`config.mk`:
```
export PLATFORM = sky130hd
export DESIGN_NAME = card_dealer
export DESIGN_NICKNAME = d
export VERILOG_FILES = /design/src/rtl/card_dealer.sv
export SDC_FILE = /design/constraint.sdc
export NUM_CORES = 1
export LEC_CHECK = 0
export ABC_AREA = 0
export CORE_ASPECT_RATIO = 1.75
export CORE_UTILIZATION = 47
export CTS_BUF_LIST = sky130_fd_sc_hd__clkbuf_8
export DETAILED_ROUTE_END_ITERATION = 10
export PLACE_DENSITY = 0.68
export SLEW_MARGIN = 5
export SYNTH_ARGS = -nofsm -noshare
export SYNTH_HDL_FRONTEND = slang
export SYNTH_SLANG_ARGS = --single-unit
```
`constraint.sdc`:
```
create_clock -name clk -period 11.5 [get_ports clk]
set_input_delay 3.45 -clock clk [delete_from_list [all_inputs] [get_ports clk]]
set_output_delay 3.45 -clock clk [all_outputs]
set_load 0.005 [all_outputs]
```
`src/rtl/card_dealer.sv`:
```
// Deals 5-card hands from a 52-card used-card bitmap. A free-running LFSR proposes
// candidates, and after MAX_TRIES rejections the lowest free card is taken instead.
module card_dealer #(
  parameter logic [15:0] SEED      = 16'hACE1,
  parameter int          MAX_TRIES = 64
) (
  input  logic       clk,
  input  logic       rst_n,
  input  logic       deal,
  input  logic       new_deck,
  output logic       busy,
  output logic       valid,
  output logic       error,
  output logic [5:0] cards_left,
  output logic [3:0] card1,
  output logic [3:0] card2,
  output logic [3:0] card3,
  output logic [3:0] card4,
  output logic [3:0] card5,
  output logic [1:0] suit1,
  output logic [1:0] suit2,
  output logic [1:0] suit3,
  output logic [1:0] suit4,
  output logic [1:0] suit5
);

  localparam int              TW        = (MAX_TRIES < 1) ? 1 : $clog2(MAX_TRIES + 1);
  localparam logic [15:0]     LFSR_INIT = (SEED == 16'h0000) ? 16'h0001 : SEED;
  localparam logic [TW-1:0]   TRY_LIMIT = TW'(MAX_TRIES);
  localparam logic [15:0]     POLY      = 16'hB400;

  typedef enum logic {IDLE, DRAW} state_e;

  state_e        stateQ, stateD;
  logic [15:0]   lfsrQ, lfsrD;
  logic [51:0]   usedQ, usedD;
  logic [5:0]    leftQ, leftD;
  logic [TW-1:0] triesQ, triesD;
  logic [2:0]    slotQ, slotD;
  logic          validQ, validD;
  logic          errorQ, errorD;
  logic [3:0]    rankQ [5];
  logic [1:0]    suitQ [5];

  logic [63:0]   usedExt;
  logic [5:0]    cand, scanIdx, pick;
  logic          candFree, take;
  logic [3:0]    pickRank;
  logic [1:0]    pickSuit;

  assign lfsrD = {1'b0, lfsrQ[15:1]} ^ (lfsrQ[0] ? POLY : 16'h0000);
  assign cand  = lfsrQ[5:0];

  // Indices 52..63 read as permanently used, so out-of-deck candidates reject themselves.
  assign usedExt  = {12'hFFF, usedQ};
  assign candFree = ~usedExt[cand];

  always_comb begin
    scanIdx = 6'd0;
    for (int i = 51; i >= 0; i--) begin
      if (!usedQ[i]) scanIdx = 6'(i);
    end
  end

  always_comb begin
    take = 1'b0;
    pick = scanIdx;
    if (stateQ == DRAW && !new_deck) begin
      if (triesQ == TRY_LIMIT) begin
        take = 1'b1;
      end else if (candFree) begin
        take = 1'b1;
        pick = cand;
      end
    end
  end

  // Suit by range compare instead of dividing by 13.
  always_comb begin
    if (pick >= 6'd39) begin
      pickSuit = 2'd3;
      pickRank = 4'(pick - 6'd39);
    end else if (pick >= 6'd26) begin
      pickSuit = 2'd2;
      pickRank = 4'(pick - 6'd26);
    end else if (pick >= 6'd13) begin
      pickSuit = 2'd1;
      pickRank = 4'(pick - 6'd13);
    end else begin
      pickSuit = 2'd0;
      pickRank = 4'(pick);
    end
  end

  always_comb begin
    stateD = stateQ;
    usedD  = usedQ;
    leftD  = leftQ;
    triesD = triesQ;
    slotD  = slotQ;
    validD = validQ;
    errorD = errorQ;
    unique case (stateQ)
      IDLE: begin
        if (new_deck) begin
          usedD  = '0;
          leftD  = 6'd52;
          errorD = 1'b0;
          validD = 1'b0;
        end else if (deal) begin
          if (leftQ >= 6'd5) begin
            stateD = DRAW;
            validD = 1'b0;
            slotD  = 3'd0;
            triesD = '0;
          end else begin
            errorD = 1'b1;
          end
        end
      end
      DRAW: begin
        if (new_deck) begin
          stateD = IDLE;
          validD = 1'b0;
          usedD  = '0;
          leftD  = 6'd52;
        end else if (take) begin
          usedD  = usedQ | (52'd1 << pick);
          leftD  = leftQ - 6'd1;
          triesD = '0;
          slotD  = slotQ + 3'd1;
          if (slotQ == 3'd4) begin
            stateD = IDLE;
            validD = 1'b1;
          end
        end else begin
          triesD = triesQ + TW'(1);
        end
      end
    endcase
  end

  always_ff @(posedge clk or negedge rst_n) begin
    if (!rst_n) begin
      stateQ <= IDLE;
      lfsrQ  <= LFSR_INIT;
      usedQ  <= '0;
      leftQ  <= 6'd52;
      triesQ <= '0;
      slotQ  <= 3'd0;
      validQ <= 1'b0;
      errorQ <= 1'b0;
    end else begin
      stateQ <= stateD;
      lfsrQ  <= lfsrD;
      usedQ  <= usedD;
      leftQ  <= leftD;
      triesQ <= triesD;
      slotQ  <= slotD;
      validQ <= validD;
      errorQ <= errorD;
    end
  end

  always_ff @(posedge clk or negedge rst_n) begin
    if (!rst_n) begin
      for (int s = 0; s < 5; s++) begin
        rankQ[s] <= 4'd0;
        suitQ[s] <= 2'd0;
      end
    end else if (take) begin
      for (int s = 0; s < 5; s++) begin
        if (slotQ == 3'(s)) begin
          rankQ[s] <= pickRank;
          suitQ[s] <= pickSuit;
        end
      end
    end
  end

  assign busy       = (stateQ == DRAW);
  assign valid      = validQ;
  assign error      = errorQ;
  assign cards_left = leftQ;
  assign card1      = rankQ[0];
  assign card2      = rankQ[1];
  assign card3      = rankQ[2];
  assign card4      = rankQ[3];
  assign card5      = rankQ[4];
  assign suit1      = suitQ[0];
  assign suit2      = suitQ[1];
  assign suit3      = suitQ[2];
  assign suit4      = suitQ[3];
  assign suit5      = suitQ[4];

endmodule

```
### Yosys cells after proc, flatten, opt, wreduce, memory -nomap -nowiden

Cells that the tools add are included.

* register bits: 117
* output and inout bits: 39

* add/subtract/negate cells: 6
* $lt $le $gt $ge: 5
* equal/unequal tests: 16
* shift operators: 1
* multiplexer cells: 104
* bitwise gates (word level): 3
* reduce and logical (&&, ||, !) cells: 14

Operator list (number)
* 6-bit two-way mux: 58
* 52-bit two-way mux: 3
* 52-bit case mux with 2 select lines: 1
* 52-bit OR: 1
* 1-bit by 6-bit left shift with 52-bit output, first input constant: 1
* 7-bit two-way mux: 5
* 1-bit two-way mux: 20
* 16-bit two-way mux: 1
* 15-bit by 16-bit XOR with 16-bit output: 1
* 3-bit two-way mux: 5
* 7-bit case mux with 2 select lines: 1
* 4-bit two-way mux: 3
* 2-bit inequality test, second input constant: 6
* 6-bit case mux with 2 select lines: 1
* 2-bit AND reduction: 6
* 4-bit AND reduction: 2
* 4-bit subtractor, second input constant: 2
* 7-bit by 1-bit adder with 7-bit output, second input constant: 1
* 7-bit equality test, second input constant: 1
* 6-bit by 7-bit < comparator with 1-bit output, second input constant: 1
* 1-bit binary-select mux with 6-bit select: 1
* 3-bit by 2-bit equality test with 1-bit output, second input constant: 2
* 6-bit by 3-bit >= comparator with 1-bit output, second input constant: 1
* 6-bit by 4-bit >= comparator with 1-bit output, second input constant: 1
* other kinds (20): 24

### Depth between registers and ports, before layout

* word-level depth: 60
* depth in mapped cells: 17
* mapped depth without buffers: 14

### Least setup slack after synthesis

OpenSTA, ideal clock, no wires.

* path kind: input to register
* start point: in new_deck
* end point: reg rankQ (netlist bit card1[1])
* library setup time: 128 ps
* arrival: 5856 ps
* required time: 11372 ps
* setup slack: 5516 ps
* cell stages on the path: 11
* cells stage by stage: a211oi_1 -> o21ai_2 -> mux2_2 -> inv_2 -> ha_1 -> nand2b_1 -> a311oi_1 -> mux2_4 -> a2111oi_4 -> a211oi_2 -> mux2_1

* longest elaborated chain between the ends: 7
* elaborated cells on any way between the ends: 14
* those cells by class: 3 x add/sub; 3 x order compare; 5 x mux; 3 x reduce/logical

RTL lines
* start: declaration: line 10 `input logic new_deck,`
* 1-bit logical NOT *: line 68 `if (stateQ == DRAW && !new_deck) begin`
* 1-bit logical AND *: line 68
* 6-bit two-way mux: line 68
* 6-bit by 4-bit >= comparator with 1-bit output or 4-bit subtractor (tied branches): line 86, 88
* 4-bit two-way mux: line 86 `end else if (pick >= 6'd13) begin`
* 4-bit two-way mux: line 83 `end else if (pick >= 6'd26) begin`
* 4-bit two-way mux: line 80 `if (pick >= 6'd39) begin`
* end signal: indexed assignment: line 174 `rankQ[s] <= pickRank;`
* end: declaration: line 42 `logic [3:0] rankQ [5];`

Mark *: on every way between the ends. The rest lies on a longest branch, timed or not.
A chain may end at the register's enable or synchronous reset.

### Worst setup path in the final report

* start point: in new_deck
* end point: reg rankQ (netlist bit card4[2])

The elaborated chain is that of the path after synthesis.

==> impl_metrics.toml <==
[cts]
cts-hold-fix-buffers = 0
root_buffer = "clkbuf_8"
clock-sinks = 117
cts_resized = 0
insertion_delay_ps = 450
numCtsBuffers = 17
cts_setup_buffers = 0
ctsHtreeMaxLevel = 4
cts_tree = "yes"
clock_path_buffers = 2
clk_pin_slew_ps = 70

[route]
vias = 5287
routed_via_density = 6.21
wire_per_inst_um = 21.0
routed_wl_um = 17900
initialDrtViolationCount = 488
first_pass_iters = 5
drc = 0
drtAntennaViolNets = 0

[synth]
synth_top_area_share_pct = 41.8
synth_flop_cell = "dfrtp_1"
async_flop_share_pct = 100
yosys.cell_types.count = 80
ys_top_cells_by_area = "dfrtp_1, dfstp_2, o22ai_1"
syn_inst = 627
synth_edf_count = 0
synth_warnings = 0
synth_fp_nets = 650
synth_commonest_cells = "dfrtp_1, nand2_1, inv_1"
ys_seq_area_share_pct = 46.4
yosys.area.top_type = "dfrtp_1"
synthesis.area_um2 = 6340
synth_area_per_cell_um2 = 10.1
synth-seq-cells = 117
synth.most_common_cell = "dfrtp_1"

[timing]
fin_skew_ps = 11.0
worst_slack_ps = 4700
rsz0062_at_grt = "false"
setup_viol = 0
setup_tns_ps = 0
fin_crit_sh_pct = 59.1
hold_viol_final = 0
worst_pin_slew_ps = 1150
holdWs_ps = 356
fmax_mhz = 147
max_slew_margin_pct = 23.1
finalCriticalPeriod_ps = 6800
maxSlewViolCount = 0

[critical_path]
worstSetupEndpointType = "register"
crit_family = "compound AO/OA/AOI/OAI gates"
start_kind = "input port"
r2r_start = "lfsrQ[0]$_DFF_PN1_"
crit_buf_inv = 2
r2r_slack_ps = 5890
worstPathArrival_ps = 7130
crit_path_cell_trace = "buf_2 > buf_4 > a211oi_1 > o21ai_2 > mux2_2 > ha_1 > o311a_1 > a21o_1 > nor2_1 > o22ai_1 > o31ai_1"
worstReg2RegEnd = "card4[2]$_DFFE_PN0P_"
crit_fanout = 67
required_ps = 11830
ff2ff_path_depth = 12
critPathSlowestCell = "buf_4"
startpoint = "new_deck"
crit_type = "input port to register"
cpPeakStageDelay_ps = 550
cp_num_cells = 11
endpoint = "card4[2]$_DFFE_PN0P_"

[placed_design]
dp_slack_ps = 4270
dpl.hpwl_um = 13300
gp_congestion = 0.951
dp.cells = 819
post_dp_cell_area_um2 = 6860
numPortBuffers = 42

[floorplanning]
core_um2 = 13100
die_w_um = 89.8
rows = 55
die_h_um = 156
die-area_um2 = 14000
ios = 43
initial_core_util_pct = 48.5

[worst_hold_path]
min_path_type = "register to register"

[power]
vdd_ir_drop_max_v = 0.0000730
finalPower_mw = 0.947
p_leak_nw = 2.90
power-per-cell-area_nw_per_um2 = 130

[global_route]
antenna_found_initial = 0
grt_pass1_vias = 5198
grt_pass1_wl_um = 28200
grt_util_all_layers_pct = 26.8
grt_max_degree = 68
overflow = 0

[cells_and_area]
finish.cell_count_without_fillers = 851
fillers = 1178
nets = 690
syn_to_final_growth_pct = 14.7
fin_util_pct = 55.7
drive_gt1_share_pct = 12.8
num_antenna_cells = 0
final_area_um2 = 7280

[outcome]
status = "completed"

[flow_run]
cap_viol_max_count = 0
## area by class of cell
cell class,count,area (µm²),area share [%]
sequential,117,2940,40.4
tap,171,214,2.94
clock buffer,19,262,3.59
timing repair buffer,45,435,5.98
clock inverter,13,156,2.15
multi-input combinational,434,3070,42.2
inverter,52,195,2.68
## how the worst min path moves through the flow
stage	from	end	slack (ps)	cells past startpoint
finish	lfsrQ[6]$_DFF_PN1_	lfsrQ[5]$_DFF_PN1_	360	0
CTS	lfsrQ[6]$_DFF_PN1_	lfsrQ[5]$_DFF_PN1_	360	0
global placement	lfsrQ[9]$_DFF_PN0_	lfsrQ[8]$_DFF_PN0_	340	0
global route	lfsrQ[6]$_DFF_PN1_	lfsrQ[5]$_DFF_PN1_	350	0
detailed placement	lfsrQ[9]$_DFF_PN0_	lfsrQ[8]$_DFF_PN0_	340	0
floorplan	lfsrQ[9]$_DFF_PN0_	lfsrQ[8]$_DFF_PN0_	330	0
## sequential cells by signal, indices dropped and copies added, names as in the netlist
| register | count |
|---|---|
| suit4 | 2 |
| usedQ | 52 |
| suit3 | 2 |
| lfsrQ | 16 |
| card4 | 4 |
| card5 | 4 |
| card1 | 4 |
| triesQ | 7 |
| valid | 1 |
| suit2 | 2 |
| slotQ | 3 |
| busy | 1 |
| error | 1 |
| suit1 | 2 |
| suit5 | 2 |
| card3 | 4 |
| cards_left | 6 |
| card2 | 4 |
## layout by cell type, fill, tap and decap left out, drive strengths merged, types with 5 or more instances in the layout
cell	synthesis	layout
a2111oi	5	5
a211oi	9	9
a21oi	19	19
a31oi	13	13
buf	10	5
clkbuf	14	19
clkdlybuf4s50	0	40
dfrtp	106	106
dfstp	11	11
ha	19	19
inv	52	56
mux2	14	14
mux2i	9	9
mux4	9	9
nand2	67	67
nand2b	10	10
nand3	16	16
nand4	20	20
nor2	38	38
nor2b	12	12
nor3	12	12
o21ai	24	24
o22ai	40	40
o311a	5	5
o31ai	15	15
xnor2	5	5
xor2	9	9
## routing by layer
metal | track usage [%] | up-vias | part of all wire (%)
li1 | - | 2387 | -
met1 | 27.8 | 2572 | 35
met3 | 5.02 | 80 | 4.9
met5 | 0 | - | 0
met4 | 19.4 | 0 | 7.0
met2 | 48.2 | 248 | 53
## logic make-up (layout without fill, tap and decap cells)
group	after synthesis	after routing	share of synthesized area [%]
mux	32	32	7.41
flops	117	117	46.4
buf+inv	76	129	5.19
xor+xnor	14	14	1.93
fa+ha+maj	19	19	3.75
simple gates	200	200	16.1
compound gates	169	169	19.3
## power breakdown
group	switching (mW)	total [mW]	internal, mW
clock network	0.178	0.403	0.225
logic	0.0605	0.103	0.0423
registers	0.0140	0.442	0.428
Note: power is estimated with default switching activity, not from simulation.
